File: src/rtl/ysyx_ifq.sv
// Instruction fetch queue between IFU and IDU: registered FIFO of {inst, pc, speculation}
// beats. A flush or reset drops every entry. Status flags come from registered state only.
module ysyx_ifq #(
    parameter int BIT_W = 32,
    parameter int DEPTH = 4,
    parameter int CNT_W = $clog2(DEPTH) + 1
) (
    input  logic             clk,
    input  logic             rst,
    input  logic             flush,
    input  logic             prev_valid,
    output logic             ready_o,
    input  logic [31:0]      inst,
    input  logic [BIT_W-1:0] pc,
    input  logic             speculation,
    output logic             valid_o,
    input  logic             next_ready,
    output logic [31:0]      inst_o,
    output logic [BIT_W-1:0] pc_o,
    output logic             speculation_o,
    output logic [CNT_W-1:0] count_o
);

    localparam int PTR_W = $clog2(DEPTH);

    logic [31:0]      inst_mem [DEPTH];
    logic [BIT_W-1:0] pc_mem   [DEPTH];
    logic             spec_mem [DEPTH];

    logic [PTR_W-1:0] rptr;
    logic [PTR_W-1:0] wptr;
    logic [CNT_W-1:0] count;
    logic             enq;
    logic             deq;

    // ready_o ignores next_ready: a full queue never accepts, even while draining
    always_comb begin
        valid_o = (count != '0);
        ready_o = (count != CNT_W'(DEPTH));
        enq     = prev_valid & ready_o & ~flush;
        deq     = valid_o & next_ready & ~flush;
    end

    always_ff @(posedge clk) begin
        if (rst || flush) begin
            rptr  <= '0;
            wptr  <= '0;
            count <= '0;
        end else begin
            if (enq) wptr <= wptr + PTR_W'(1);
            if (deq) rptr <= rptr + PTR_W'(1);
            case ({enq, deq})
                2'b10:   count <= count + CNT_W'(1);
                2'b01:   count <= count - CNT_W'(1);
                default: count <= count;
            endcase
        end
    end

    // Storage is never cleared; emptiness is tracked by count alone
    always_ff @(posedge clk) begin
        if (enq) begin
            inst_mem[wptr] <= inst;
            pc_mem[wptr]   <= pc;
            spec_mem[wptr] <= speculation;
        end
    end

    always_comb begin
        inst_o        = valid_o ? inst_mem[rptr] : '0;
        pc_o          = valid_o ? pc_mem[rptr]   : '0;
        speculation_o = valid_o ? spec_mem[rptr] : 1'b0;
        count_o       = count;
    end

    a_no_overflow: assert property (@(posedge clk) disable iff (rst)
        !(enq && (count == CNT_W'(DEPTH))));
    a_no_underflow: assert property (@(posedge clk) disable iff (rst)
        !(deq && (count == '0)));
    a_count_range: assert property (@(posedge clk) disable iff (rst)
        count <= CNT_W'(DEPTH));

endmodule

File: config.mk
export PLATFORM = sky130hd
export DESIGN_NAME = ysyx_ifq
export DESIGN_NICKNAME = d
export VERILOG_FILES = /design/src/rtl/ysyx_ifq.sv
export SDC_FILE = /design/constraint.sdc
export NUM_CORES = 1
export LEC_CHECK = 0
export ABC_AREA = 1
export BUFFER_PORTS_ARGS = -buffer_cell sky130_fd_sc_hd__buf_2
export CORE_MARGIN = 2
export CORE_UTILIZATION = 60
export CTS_BUF_LIST = sky130_fd_sc_hd__clkbuf_16
export DETAILED_ROUTE_END_ITERATION = 10
export PLACE_DENSITY_LB_ADDON = 0.25
export SLEW_MARGIN = 20
export SYNTH_ARGS = -nofsm -noshare
export SYNTH_HDL_FRONTEND = slang
export SYNTH_SLANG_ARGS = --single-unit
File: constraint.sdc
create_clock -name clk -period 9.2 [get_ports clk]
set_input_delay 0.92 -clock clk [delete_from_list [all_inputs] [get_ports clk]]
set_output_delay 0.92 -clock clk [all_outputs]
set_load 0.05 [all_outputs]
# [After elaboration in Yosys (flattened, before gate mapping)]
# Memory sizes are Yosys's and may differ from the RTL's. A register that Yosys moved wholly into a read port is not among the register bits.
# Cells that the tools add are included.
[classes] reduce_logical=3 muxes=12 n_bitwise=5 n_div=0 mul=0 eq_ne=3 shift=0 n_addsub=4 n_lt_le_gt_ge=0
[ops] op="$mux W32" count=2
[ops] op="$mux W2" count=6
[ops] op="$pmux W3 S2" count=1
[ops] op="$add A2 B1 Y2 const B" count=2
[ops] op="$and A1 B1 Y1" count=4
[ops] op="$add A3 B1 Y3 const B" count=1
[ops] op="$mux W1" count=3
[ops] op="$ne A3 B3 Y1 const B" count=1
[ops] op="$reduce_bool A3 Y1" count=1
[ops] op="$sub A3 B1 Y3 const B" count=1
[ops] op="$eq A2 B1 Y1 const B" count=1
[ops] op="$eq A2 B2 Y1 const B" count=1
[ops] op="$reduce_bool A2 Y1" count=1
[ops] op="$logic_or A1 B1 Y1" count=1
[ops] op="$not A1 Y1" count=1
[totals] mem_bits_ro=0 reg_bits=7 inputBits=70 latch_bits=0 out_inout_bits=70 wordCells=33 memories=3 ram_bits=260
[memory_table] name="inst_mem" words=4 width=32 read_ports=1 rd_clocked_by_memory_dff=1 wr=1 line="26" rtl="logic [31:0] inst_mem [DEPTH];"
[memory_table] name="pc_mem" words=4 width=32 read_ports=1 rd_clocked_by_memory_dff=1 wr=1 line="27" rtl="logic [BIT_W-1:0] pc_mem [DEPTH];"
[memory_table] name="spec_mem" words=4 width=1 read_ports=1 rd_clocked_by_memory_dff=1 wr=1 line="28" rtl="logic spec_mem [DEPTH];"

# [Depth between registers and ports, before layout]
[depth] word_depth=5 ltp_mapped=13 depth_no_buf=13

# [Worst setup path after synthesis]
# OpenSTA, ideal clock, no wires.
[synth_path] path_kind="reg-to-reg" start="reg count[1], in the netlist count_o[1]" end="mem inst_mem[0][0] (enable)" n_path_buf=0 arrival_time_ns=4.229 setup_time_ns=0.489 required_time_ns=8.711 path_slack_ns=4.482 path_stages_with_launch=5 synth_period_minus_slack_ns=4.718 cell_sequence="dfxtp_1 -> nor2_1 -> nand2_1 -> nand2_1 -> nor2_1"
[synth_between] elab_chain_len=5
[synth_rtl] item="from (decl)" line="32" rtl="logic [CNT_W-1:0] count;"
[synth_rtl] item="from (signal assigned)" line="53" rtl="2'b10: count <= count + CNT_W'(1);"
[synth_rtl] item="from (signal assigned)" line="54" rtl="2'b01: count <= count - CNT_W'(1);"
[synth_rtl] item="from (signal assigned)" line="55" rtl="default: count <= count;"
[synth_rtl] item="$ne A3 B3 Y1" line="39" rtl="ready_o = (count != CNT_W'(DEPTH));"
[synth_rtl] item="net ready_o" line="12" rtl="output logic ready_o,"
[synth_rtl] item="$and A1 B1 Y1 (2 in a row)" line="40" rtl="enq = prev_valid & ready_o & ~flush;"
[synth_rtl] item="$mux W1" line="62" rtl="if (enq) begin"
[synth_rtl] item="$mux W1 (not written as such)" line="63" rtl="inst_mem[wptr] <= inst;"
[synth_rtl] item="to (decl)" line="26"
# The timed path passes the listed nets, and every way through them passes these cells.

==> flow_summary_export.csv <==
group,metric,value,unit
run_status,status,"finished, final reports clean",
global_routing,first_global_vias,6285,
setup_path,critPathTopFamily,"buffers and inverters",
synthesis,yosysWarnings,0,
drt,drc,0,
setup_path,timing.rr.end,"pc_mem[2][10]",
clock_network,h-tree-depth,1,
timing,fin_crit,4.23,ns
synthesis,yosysTopAreaCell,"edfxtp_1",
drt,wirelength,20900,um
setup_path,worstReg2RegStart,"count_o[0]",
timing,fmax,236,MHz
timing,tightestPinTransition,1.05,ns
floorplan,io_pins,140,
global_routing,grt_first_pass_wirelength,32300,um
clock_network,clock_latency,0.51,ns
setup_path,criticalPathCategory,"register to output port",
setup_path,path_buf_inv,3,
drt,viasPerCell,5.47,
power,leakage,4.50,nW
drt,ant_nets,0,
drt,vias,6652,
clock_network,clockBufferDepth,3,
timing,rsz0062_at_grt,"false",
timing,setup_viol,0,
power,vdd_drop_max,161,uV
setup_path,critPathArrivalTime,3.31,ns
setup_path,critical_path.max_stage_delay,0.77,ns
hold_path,hold-path-cell-count,2,
finish,synthToLayoutAreaGrowth,15.3,%
clock_network,cts_resized,0,
synthesis,synth.net_count,918,
place,place.gp.congestion,0.758,
synthesis,synthArstFlopShare,0,%
setup_path,r2r_cells,5,
setup_path,crit_fanout,70,
floorplan,die_w,137,um
setup_path,crit_chain,"clkinv_2 > buf_4 > o21ai_0 > a21oi_1 > buf_2",
place,placedInstanceArea,0.0114,mm^2
timing,timing.final.hold_violations,0,
synthesis,synth_top_flop_cell,"edfxtp_1",
synthesis,synth_cells,842,
hold_path,hp-start,"rptr[1]",
clock_network,clock_sinks,269,
synthesis,muxShareOfSynthArea,0,%
floorplan,fp.dieH,137,um
synthesis,synth_area_leaders,"edfxtp_1 (74%), nor2_1 (9.7%), o21ai_0 (4.3%)",
floorplan,die_area,0.0187,mm^2
synthesis,yosys.cell_count.top_type,"nor2_1",
power,p_comb_share,5.8,%
synthesis,avgSynthCellArea,12.6,um^2
global_routing,grt_max_degree,85,
power,clockPowerShare,40.5,%
global_routing,grt.total_usage,22.4,%
synthesis,syn_area,0.0106,mm^2
place,hpwl,11300,um
hold_path,min_path_type,"register to register",
clock_network,ctsHoldBuffers,0,
synthesis,yosys.area_share.simple,10.5,%
flow_run,max_cap_viol_count,0,
power,cellInternalPower,2.01,mW
synthesis,synthDominantCellAreaShare,73.7,%
power,switching_share,21.0,%
synthesis,ys_seq_area_share,75.4,%
power,p_switching,0.535,mW
synthesis,synthTopCellsByCount,"nor2_1 (273), edfxtp_1 (260), o21ai_0 (91)",
power,powerDensity,208,mW/mm^2
synthesis,synth_top_family_by_area,"simple AND/OR/NAND/NOR gates",
synthesis,synthXorXnorAreaFrac,0,%
synthesis,synth.ff_latch_count,269,
floorplan,core_area,0.0173,mm^2
setup_path,critPathRequiredTime,8.28,ns
setup_path,critPathCaptureType,"output port",
global_routing,grt_overflow,0,
timing,drv_slew,0,
finish,drive_above_1_share,19.7,%
drt,drt_iter0_drc,450,
finish,fin_area,0.0122,mm^2
setup_path,crit_slowest_cell,"clkinv_2",
clock_network,postCtsSetupBuffers,0,
power,seq_power_share,53.7,%
clock_network,cts_buffers,26,
timing,fin_crit_sh,46.0,%
clock_network,cts_root_buf,"clkbuf_16",
timing,fin_setup_tns,0,ns
timing,slew_headroom,29.7,%
drt,dr.pass1.iters,5,
synthesis,synth_compound_area_share,9.49,%
floorplan,row_count,48,
global_routing,antenna_found_initial,3,
clock_network,cts_tree,"built",
synthesis,synth_edf_count,260,
place,io_buffers,139,
floorplan,start_util,61.3,%
drt,wl_per_cell,17.2,um
synthesis,synth.distinct_cells,20,
clock_network,cts.clk_slew.worst_paths,0.06,ns
finish,num-nets-final,1045,
setup_path,r2r_slack,6.45,ns
setup_path,critPathLaunchType,"register",
synthesis,synth_fa_ha_area_share,0.779,%
timing,clock_skew,0.0123,ns
kinds of logic (layout without fill, tap and decap cells):
logic type,after synthesis,after routing
simple gates,295,295
other cells,0,2
fa+ha+maj,6,6
buf+inv,71,218
compound gates,201,201
flops,269,269
per-stage QoR:
step | cells | hold slack [ns] | power (mW) | utilization, % | setup WS [ns]
finish | 1216 | 0.501 | 2.54 | 70.7 | 4.97
global route | 1215 | 0.524 | 2.62 | 70.6 | 4.72
CTS | 1213 | 0.505 | 2.56 | 70.5 | 4.97
detailed placement | 1165 | 0.487 | 1.54 | 65.6 | 5.52
global placement | 1165 | 0.488 | 1.54 | 65.6 | 5.62
floorplan | 842 | 0.464 | 1.49 | - | 4.48
registers in the layout, summed over array words and instances (netlist names), named ones only:
register  cells
inst_mem    128
pc_mem      128
spec_mem      4
count_o       3
rptr          2
wptr          2
metal layers:
layer | wire length, um | up-vias | GRT usage, %
met3 | 1600 | 25 | 5.07
met5 | 13 | - | 0
met1 | 8870 | 3178 | 30.9
li1 | - | 3223 | -
met4 | 259 | 2 | 5.15
met2 | 10200 | 224 | 37.1
tightest hold or removal path, stage by stage, from the launching register on:
cell and delay (ns):
dfxtp_1 0.33, nand2_1 0.07, a21oi_1 0.06
cell usage in the layout, fill, tap and decap left out:
cell and count:
nand2_1 16, clkinv_1 9, buf_12 1, nand3_1 5
edfxtp_1 260, clkinv_2 6, clkinvlp_4 1, nor2_4 4
inv_1 21, dfxtp_4 1, dfxtp_2 1, bufinv_16 3
clkbuf_16 27, o21ai_1 40, diode_2 2, ha_1 5
o21ai_0 91, fa_1 1, nor2_1 269, buf_4 9
dfxtp_1 7, inv_2 2, buf_2 139, nand2_2 1
a21oi_1 70
worst max-delay path by stage:
stage	startpoint	endpoint	slack, ns	depth (start not counted)
2_1_floorplan	count_o[1]	inst_mem[0][0]	4.48	4
3_3_place_gp	register	inst_o[10]	5.62	5
3_5_place_dp	register	inst_o[12]	5.52	5
4_1_cts	register	inst_o[8]	4.97	5
5_1_grt	register	inst_o[8]	4.72	5
6_report	register	inst_o[12]	4.97	5
final cells by class:
type	count	area [um^2]
clock inverter	21	168
clock buffer	27	676
sequential	269	7990
multi-input combinational	502	2230
fill	1199	5080
inverter	21	80.1
antenna	2	5.00
timing repair buffer	149	783
tap	225	282
power groups by stage:
stage | logic, mW | registers, mW | clock network, mW
5_1_grt | 0.160 | 1.37 | 1.09
3_3_place_gp | 0.145 | 1.39 | 0
3_5_place_dp | 0.147 | 1.39 | 0
4_1_cts | 0.148 | 1.37 | 1.04
6_report | 0.148 | 1.37 | 1.03
2_1_floorplan | 0.0949 | 1.39 | 0
No activity file was read; power rests on OpenSTA's default activity.
